--- config.mk ---
export PLATFORM = sky130hd
export DESIGN_NAME = openhmc_bitslip_ctrl
export DESIGN_NICKNAME = d
export VERILOG_FILES = /design/src/rtl/openhmc_bitslip_ctrl.sv
export SDC_FILE = /design/constraint.sdc
export NUM_CORES = 1
export LEC_CHECK = 0
export CAP_MARGIN = 30
export CELL_PAD_IN_SITES_DETAIL_PLACEMENT = 0
export CELL_PAD_IN_SITES_GLOBAL_PLACEMENT = 1
export CORE_ASPECT_RATIO = 1.5
export CORE_MARGIN = 2
export CORE_UTILIZATION = 30
export DETAILED_ROUTE_END_ITERATION = 8
export PLACE_DENSITY_LB_ADDON = 0.3
export SKIP_CTS_REPAIR_TIMING = 1
export SYNTH_ARGS = -nofsm -noshare
export SYNTH_HDL_FRONTEND = slang
export SYNTH_SLANG_ARGS = --single-unit
--- constraint.sdc ---
create_clock -name clk_hmc -period 5.8 [get_ports clk_hmc]
set_clock_uncertainty 0.05 [all_clocks]
set_input_delay 1.45 -clock clk_hmc [delete_from_list [all_inputs] [get_ports clk_hmc]]
set_output_delay 1.45 -clock clk_hmc [all_outputs]
set_load 0.02 [all_outputs]
--- src/rtl/openhmc_bitslip_ctrl.sv ---
// openhmc_bitslip_ctrl: per-lane bitslip/lock sequencer; define BITSLIP_POLARITY_DETECT_EN to add lane polarity detection
module openhmc_bitslip_ctrl #(
    parameter int NUM_LANES   = 2,
    parameter int LANE_WIDTH  = 64,
    parameter int SLIP_WAIT   = 8,
    parameter int MATCH_COUNT = 4,
    parameter int MAX_SLIPS   = 128
) (
    input  logic                            clk_hmc,
    input  logic                            res,
    input  logic                            start,
    input  logic [LANE_WIDTH-1:0]           pattern,
    input  logic [NUM_LANES*LANE_WIDTH-1:0] data_in,
    output logic [NUM_LANES-1:0]            bit_slip,
    output logic [NUM_LANES-1:0]            lane_polarity,
    output logic [NUM_LANES-1:0]            lane_locked,
    output logic                            all_locked,
    output logic                            fail
);
    localparam int MW = $clog2(MATCH_COUNT + 1);
    localparam int SW = $clog2(MAX_SLIPS + 1);

    typedef enum logic [2:0] {S_IDLE, S_CHECK, S_SLIP, S_WAIT, S_LOCKED, S_FAIL} state_t;

    logic [NUM_LANES-1:0] fail_l;

    assign all_locked = &lane_locked;
    assign fail       = |fail_l;

`ifndef BITSLIP_POLARITY_DETECT_EN
    assign lane_polarity = '0;
`endif

    for (genvar l = 0; l < NUM_LANES; l++) begin : g_lane
        state_t                  state;
        logic [MW-1:0]           match_cnt;
        logic [SW-1:0]           slip_cnt;
        logic [7:0]              wait_cnt;
        logic                    slip_q;
        logic                    lock_q;
        logic                    fail_q;
        logic [LANE_WIDTH-1:0]   word;

        assign word           = data_in[l*LANE_WIDTH +: LANE_WIDTH];
        assign bit_slip[l]    = slip_q;
        assign lane_locked[l] = lock_q;
        assign fail_l[l]      = fail_q;

`ifdef BITSLIP_POLARITY_DETECT_EN
        logic pol_q;
        assign lane_polarity[l] = pol_q;
`endif

        // Lane FSM: compare, slip, settle, then lock or give up once the slip budget is spent
        always_ff @(posedge clk_hmc) begin
            slip_q <= 1'b0;
            if (res || start) begin
                state     <= res ? S_IDLE : S_CHECK;
                match_cnt <= '0;
                slip_cnt  <= '0;
                wait_cnt  <= '0;
                lock_q    <= 1'b0;
                fail_q    <= 1'b0;
`ifdef BITSLIP_POLARITY_DETECT_EN
                pol_q     <= 1'b0;
`endif
            end else begin
                case (state)
                    S_CHECK: begin
                        if (word == pattern) begin
                            match_cnt <= match_cnt + MW'(1);
                            if (match_cnt == MW'(MATCH_COUNT - 1)) begin
                                state  <= S_LOCKED;
                                lock_q <= 1'b1;
                            end
                        end
`ifdef BITSLIP_POLARITY_DETECT_EN
                        else if (word == ~pattern && !pol_q) begin
                            pol_q     <= 1'b1;
                            match_cnt <= '0;
                            wait_cnt  <= 8'(SLIP_WAIT - 1);
                            state     <= S_WAIT;
                        end
`endif
                        else if (slip_cnt < SW'(MAX_SLIPS)) begin
                            match_cnt <= '0;
                            slip_q    <= 1'b1;
                            state     <= S_SLIP;
                        end else begin
                            fail_q <= 1'b1;
                            state  <= S_FAIL;
                        end
                    end
                    S_SLIP: begin
                        slip_cnt <= slip_cnt + SW'(1);
                        wait_cnt <= 8'(SLIP_WAIT - 1);
                        state    <= S_WAIT;
                    end
                    S_WAIT: begin
                        wait_cnt <= wait_cnt - 8'd1;
                        if (wait_cnt == 8'd0) state <= S_CHECK;
                    end
                    default: ;
                endcase
            end
        end
    end
endmodule
======== After elaboration in Yosys (flattened, before gate mapping) ========
Cells that the tools add are included.
operators by class
  add/subtract/negate cells ............... 6
  order comparisons ....................... 2
  equality and inequality tests ........... 14
  muxes and demuxes ....................... 21
  bitwise gates (word level) .............. 6
  reduce and logical (&&, ||, !) cells .... 21
operator list
  operator                                                               count
  64-bit equality test                                                   2
  3-bit 2-to-1 mux                                                       14
  8-bit one-hot mux with 2 select lines                                  2
  3-bit by 2-bit equality test with 1-bit output, second input constant  6
  3-bit one-hot mux with 3 select lines                                  2
  3-bit AND reduction                                                    6
  8-bit by 1-bit adder with 8-bit output, second input constant          2
  8-bit zero test                                                        2
  8-bit < comparator, second input constant                              2
  8-bit by 1-bit subtractor with 8-bit output, second input constant     2
  4-bit != test, second input constant                                   2
  2-bit nonzero test                                                     4
  4-bit nonzero test                                                     2
  3-bit by 1-bit adder with 3-bit output, second input constant          2
  3-bit by 1-bit equality test with 1-bit output, second input constant  2
  3-bit != test, second input constant                                   2
  1-bit NOT                                                              6
  2-bit AND reduction                                                    3
  3-bit OR reduction                                                     2
  1-bit 2-to-1 mux                                                       3
  2-bit OR reduction                                                     1
  1-bit logical OR                                                       1
word-level totals
  register bits ........................... 50
  bits of input ports ..................... 195
  output and inout bits ................... 8
  word-level logic and storage cells ...... 84

======== Logic depth before layout (Yosys ltp) ========
Gate-level depths: netlist of run 1.
  word-level depth ........................ 5
  gate-level depth with buffers ........... 6
  depth with buffers taken out ............ 6

======== Worst setup path before layout of run 1 ========
OpenSTA, ideal clock, no wires.
  kind .................................... input -> register
  start ................................... input port data_in[27]
  end ..................................... register g_lane[0].state[0] (enable)
  library setup time ...................... 0.276 ns
  data arrival time ....................... 2.768 ns
  data required time ...................... 5.474 ns
  slack ................................... 2.706 ns
  cell stages on the path ................. 6
  buffers on the path ..................... 0
  path through ............................ xor2_1 nor4_1 nand4_1 nor4_4 nor3b_1 o31ai_1
between the ends
  cells in the longest elaborated chain, start to end .. 3
RTL lines
  what                                  RTL line  text
  from (decl)                           13        input logic [NUM_LANES*LANE_WIDTH-1:0] data_in,
  64-bit equality test                  70        if (word == pattern) begin
  4-bit != test (no source line)        n/a
  3-bit AND reduction (no source line)  n/a
  to (signal assigned)                  58        state <= res ? S_IDLE : S_CHECK;
  to (decl)                             35        state_t state;
Every way passes these cells.
A chain may end at the register's enable or synchronous reset.

======== Final worst setup path of run 1 ========
  start ................................... input port pattern[29]
  end ..................................... register g_lane[0].state[2] (enable)
between the ends
  cells in the longest elaborated chain, start to end .. 3
RTL lines
  what                                  RTL line  text
  from (decl)                           12        input logic [LANE_WIDTH-1:0] pattern,
  64-bit equality test                  70
  4-bit != test (no source line)        n/a
  3-bit AND reduction (no source line)  n/a
Every way passes these cells.

==> out/metrics.cfg, run 1 <==
[run_status]
outcome=complete, no violations

[final_layout]
nNetsFinal=833
area_growth_pct=61.7
drive_above_1_share=0.0238
utilization=0.500

[critical_path]
critPathLaunchType=input pin
critPathMaxFanout=9
reg2reg_depth=4
crit_required_ns=5.78
worstSetupPathType=in -> reg
r2r_start=g_lane[0].wait_cnt[3]$_SDFFE_PP0P_
rrSetupSlack_ns=3.68
reg2reg_to=g_lane[0].state[2]$_SDFFCE_PP0P_
worstSetupEndpointType=flop
crit_arrival_ns=3.64

[detailed_routing]
remaining_drc_errors=0
routedWlPerCell_um=15.7
ant_nets=0
wirelength_um=12300
num_vias=3760
viasPerCell=4.80
first_iter_violations=103
drt_pass1_iterations=5

[timing]
finalCritPeriodShare=0.632
setup_violations=0
slew_viol_final=0
setup_tns_ns=0
hold_viol_final=0
tightest_slew_ns=0.670
finalCriticalPeriod_ns=3.66
grt_setup_unrepaired=false
slew_headroom=0.553
max_freq_ghz=0.273

[floorplanning]
start_util=0.309
die-area_um2=13400
fp.coreArea_um2=12100
die_w_um=95.1
placementRows=49
die_h_um=141
num_io_pins=203

[clock_network]
cts_tree=done
htree_levels=2
cts.path.max_buffers=2
clock-sinks=50
numCtsBuffers=5
cts-root-buf=clkbuf_16
clkTransAtPathRegs_ns=0.06
insertion_delay_ns=0.29

[grt]
grt_max_degree=35
antenna_found_initial=4
grt_usage=0.189
grt_pass1_vias=4004
grt_pass1_wl_um=19500
grt_overflow=0

[logic_synthesis]
synth-main-ff-cell=dfxtp_1
synth_top_area_share=0.333
netlist_top_cells_area=xor2_1 33%, dfxtp_1 24%, nor4_1 5.4%
yosys.cell_types.count=36
syn_area_per_cell_um2=8.64
synth_cells=432
yosysTopAreaCell=xor2_1
yosysSeqAreaShare=0.284
netlist_top_cells_count=142 x xor2_1, 44 x dfxtp_1, 41 x nor2_1
yosysWarningCount=0
yosysMostFrequentCell=xor2_1
synth_edf_count=6
async_flop_share=0
synth_area_um2=3730
yosys_register_bits=50

[placed_design]
dp_hpwl_um=11000
place_congestion=0.850
portBuffers=200

[worst_hold_path]
hold_class=reg -> reg
min_from=g_lane[1].fail_q$_SDFFE_PP0P_
whs_path_depth=2
holdPathEnd=g_lane[1].fail_q$_SDFFE_PP0P_

[flow_run]
max-cap-violations=0

[power]
power.leakage_nw=2.30
max-vdd-ir-drop_v=0.000124
powerDensity_nw_per_um2=171

[stage by stage]
stage	power, W	cell area, um^2	hold WS (ns)	instances	worst slack, ns
2_1_floorplan	0.000524	3730	0.367	433	2.71
3_3_place_gp	0.000707	5860	0.389	774	1.86
3_5_place_dp	0.000711	5860	0.393	774	1.77
4_1_cts	0.00104	6030	0.407	782	2.07
5_1_grt	0.00109	6030	0.432	783	1.89
6_report	0.00103	6030	0.406	783	2.14
[critical path, cell delays in order]
cell             delay, ns
clkdlybuf4s50_1       0.45
xor2_1                0.16
nor4_1                0.38
nand4_1               0.28
nor4_4                0.51
nor3b_1               0.26
o31ai_1               0.16
[cell type report]
cell class                      count  area [um^2]
Fill cell                        1129         6040
Timing Repair Buffer              201         2010
Sequential cell                    50         1060
Multi-Input combinational cell    362         2570
Inverter                            8         30.0
Clock buffer                        6          129
Antenna cell                        1         2.50
Clock inverter                      2         37.5
Tap cell                          153          191
[metal layers]
metal  track usage  vias up  wire length [um]
li1              -     1888                 -
met1         0.185     1690              4200
met2         0.355      150              6620
met3        0.0673       26              1120
met4        0.0671        6               311
met5             0        -                35
[logic make-up after synthesis]
| group | Yosys count | synth area share |
|---|---|---|
| buffers and inverters | 21 | 0.0272 |
| AOI/OAI and AO/OA | 34 | 0.0604 |
| xor gates and xnor gates | 152 | 0.357 |
| adders and majority gates | 10 | 0.0335 |
| other | 1 | 0.00101 |
| DFF | 50 | 0.284 |
| and+or+nand+nor | 164 | 0.237 |
[sequential cells by signal (all words and copies together), names as in the netlist]
| register | flops |
|---|---|
| g_lane.slip_cnt | 16 |
| g_lane.wait_cnt | 16 |
| g_lane.slip_q | 2 |
| g_lane.lock_q | 2 |
| g_lane.state | 6 |
| g_lane.match_cnt | 6 |
| g_lane.fail_q | 2 |
[report_power, final]
part / switching, W / total, W / internal, W
combinational: 0.000128 / 0.000316 / 0.000189
clock: 0.000126 / 0.000330 / 0.000204
sequential: 0.0000182 / 0.000384 / 0.000366
[worst max path at each step]
stage,start,to,slack [ns],cells after the start
floorplan,data_in[27],g_lane[0].state[0]$_DFFE_PP_,2.71,6
global placement,pattern[29],g_lane[0].state[0]$_DFFE_PP_,1.86,7
detailed placement,pattern[29],g_lane[0].state[1]$_SDFFCE_PP0P_,1.77,7
CTS,pattern[29],g_lane[0].state[1]$_SDFFCE_PP0P_,2.07,7
global route,pattern[29],g_lane[0].state[2]$_SDFFCE_PP0P_,1.89,7
finish,pattern[29],g_lane[0].state[2]$_SDFFCE_PP0P_,2.14,7
[cell usage in the layout, fill, tap and decap left out, types with 3 or more instances in the layout]
| cell type | Yosys | layout |
|---|---|---|
| nor2_1 | 41 | 41 |
| and2_1 | 3 | 3 |
| dfxtp_1 | 44 | 44 |
| clkbuf_16 | 0 | 5 |
| nand3b_1 | 4 | 4 |
| clkdlybuf4s50_1 | 0 | 200 |
| nor4_1 | 32 | 32 |
| nand3_1 | 10 | 10 |
| edfxtp_1 | 6 | 6 |
| xor2_1 | 142 | 142 |
| nand2_1 | 26 | 26 |
| o31ai_1 | 6 | 6 |
| xnor2_1 | 10 | 10 |
| or3_1 | 4 | 4 |
| o21ai_0 | 8 | 8 |
| nand2b_1 | 4 | 4 |
| a31oi_1 | 6 | 6 |
| nand4_1 | 12 | 12 |
| ha_1 | 10 | 10 |
| a21oi_1 | 6 | 6 |
| nor3_1 | 10 | 10 |
| inv_1 | 8 | 8 |
| and3_1 | 4 | 4 |
Power figures use the tool's default switching activity.
==> run 2: changes to the inputs <==
--- a/config.mk
+++ b/config.mk
@@ -10,7 +10,7 @@
 export CELL_PAD_IN_SITES_GLOBAL_PLACEMENT = 1
 export CORE_ASPECT_RATIO = 1.5
 export CORE_MARGIN = 2
-export CORE_UTILIZATION = 30
+export CORE_UTILIZATION = 28
 export DETAILED_ROUTE_END_ITERATION = 8
 export PLACE_DENSITY_LB_ADDON = 0.3
 export SKIP_CTS_REPAIR_TIMING = 1
==> constraint.sdc (replaced) <==
create_clock -name clk_hmc -period 3.71 [get_ports clk_hmc]
set_clock_uncertainty 0.05 [all_clocks]
set_input_delay 0.9275 -clock clk_hmc [delete_from_list [all_inputs] [get_ports clk_hmc]]
set_output_delay 0.9275 -clock clk_hmc [all_outputs]
set_load 0.02 [all_outputs]
==> out/metrics.cfg, run 2 (same netlist as run 1, synthesis figures left out) <==
[timing]
hold_viol_final=0
max_freq_ghz=0.319
setup_tns_ns=0
slew_headroom=0.540
tightest_slew_ns=0.684
holdWs_ns=0.408
finalCriticalPeriod_ns=3.13
grt_setup_unrepaired=false
slew_viol_final=0
finalCritPeriodShare=0.844
setup_slack_ns=0.579
setup_violations=0

[placed_design]
place_congestion=0.834
portBuffers=200
dpl_cell_area_um2=5940
dp_hpwl_um=11600
dp_slack_ns=0.234

[floorplanning]
fp.coreArea_um2=13000
die_h_um=145
placementRows=51
num_io_pins=203
die-area_um2=14300
die_w_um=98.3
start_util=0.287

[power]
p_sw_w=0.000429
p_sw_frac=0.278
max-vdd-ir-drop_v=0.000159
power_frac_comb=0.328
pwr-share-clk=0.283
powerDensity_nw_per_um2=254
p_seq_frac=0.389
p_int_w=0.00112
power.leakage_nw=2.34

[critical_path]
reg2reg_depth=4
crit_slowest_cell=nor4_1
cp_num_buf_inv=1
reg2reg_to=g_lane[0].state[0]$_DFFE_PP_
crit_required_ns=3.70
critPathLaunchType=input pin
crit_arrival_ns=3.12
rrSetupSlack_ns=1.53
crit_chain=clkdlybuf4s50_1, xor2_1, nor4_1, nand4_1, nor4_4, nor3b_2, o31ai_1
worstSetupPathType=in -> reg
critical_path.top_delay_family=simple AND/OR/NAND/NOR gates
cp_slowest_stage_delay_ns=0.62
r2r_start=g_lane[0].wait_cnt[3]$_SDFFE_PP0P_
critPathMaxFanout=4
worstSetupEndpointType=flop

[detailed_routing]
remaining_drc_errors=0
viasPerCell=4.74
num_vias=3787
wirelength_um=13000
ant_nets=0
first_iter_violations=128
drt_pass1_iterations=4
routedWlPerCell_um=16.3

[grt]
grt_max_degree=35
antenna_found_initial=3
grt_pass1_vias=4014
grt_overflow=0
grt_pass1_wl_um=19800
grt_usage=0.178

[final_layout]
final_common_cell=clkdlybuf4s50_1
num-fill-cells=1320
stdcell_area_um2=6080
utilization=0.467
largestRegisters=g_lane.slip_cnt (16), g_lane.wait_cnt (16)
multiInputGateArea_um2=2570
drive_above_1_share=0.0377
area_growth_pct=63.0
nNetsFinal=842
seqCellArea_um2=1060
final_cell_mix=200 x clkdlybuf4s50_1, 142 x xor2_1, 44 x dfxtp_1

[clock_network]
clkTransAtPathRegs_ns=0.06
numCtsBuffers=5
clock-sinks=50
cts_tree=done
cts-root-buf=clkbuf_16
htree_levels=2
insertion_delay_ns=0.29
cts.path.max_buffers=2

[worst_hold_path]
hold_class=reg -> reg
holdPathEnd=g_lane[0].fail_q$_SDFFE_PP0P_
whs_path_depth=2
min_from=g_lane[0].fail_q$_SDFFE_PP0P_

[run_status]
outcome=complete, no violations

[flow_run]
max-cap-violations=0

-- run 2: cell types whose count changed in the layout (fill, tap and decap cells not counted) --
cell / delta
diode_2: +2
clkinv_2: +2
bufinv_16: -1
clkinvlp_4: -1
buf_4: +9
clkbuf_1: -1
-- run 2: routing by layer --
metal / up-vias / track usage / part of all wire
met4: 2 / 0.0568 / 0.024
met2: 179 / 0.335 / 0.52
met1: 1683 / 0.180 / 0.35
met5: - / 0 / 0.0010
li1: 1903 / - / -
met3: 20 / 0.0634 / 0.10
-- run 2: worst max-delay path by stage --
stage / from / end / slack (ns) / depth (start not counted)
finish: pattern[60] / g_lane[1].state[2]$_SDFFCE_PP0P_ / 0.58 / 7
floorplan: data_in[27] / g_lane[0].state[0]$_DFFE_PP_ / 1.14 / 6
global route: pattern[60] / g_lane[0].state[1]$_SDFFCE_PP0P_ / 0.42 / 8
CTS: pattern[60] / g_lane[0].state[0]$_DFFE_PP_ / 0.54 / 8
global placement: pattern[60] / g_lane[0].state[1]$_SDFFCE_PP0P_ / 0.24 / 7
detailed placement: pattern[60] / g_lane[0].state[0]$_DFFE_PP_ / 0.23 / 8
-- run 2: through the flow --
step / std cells / power, W
2_1_floorplan: 433 / 0.000819
6_report: 799 / 0.00155
3_5_place_dp: 789 / 0.00112
3_3_place_gp: 789 / 0.00111
5_1_grt: 797 / 0.00164
4_1_cts: 796 / 0.00157
-- run 2: power by group through the flow --
stage | logic (W) | registers (W) | clock network [W]
after CTS | 0.000513 | 0.000601 | 0.000453
final | 0.000507 | 0.000601 | 0.000437
after global placement | 0.000503 | 0.000612 | 0
after global routing | 0.000554 | 0.000604 | 0.000477
after floorplan | 0.000220 | 0.000599 | 0
after detailed placement | 0.000511 | 0.000612 | 0
-- run 2: layout make-up --
class	count	area share
inverters	8	0.00494
clock inverters	2	0.00165
flip-flops and latches	50	0.174
multi-input cells	362	0.423
diodes	3	0.00123
repair buffers	210	0.341
clock buffers	5	0.0206
well taps	159	0.0327
-- run 2: tightest hold or removal path, stage by stage, from the launching register on --
cell and delay, ns:
dfxtp_1 0.32, nand2_1 0.05, o31ai_1 0.05
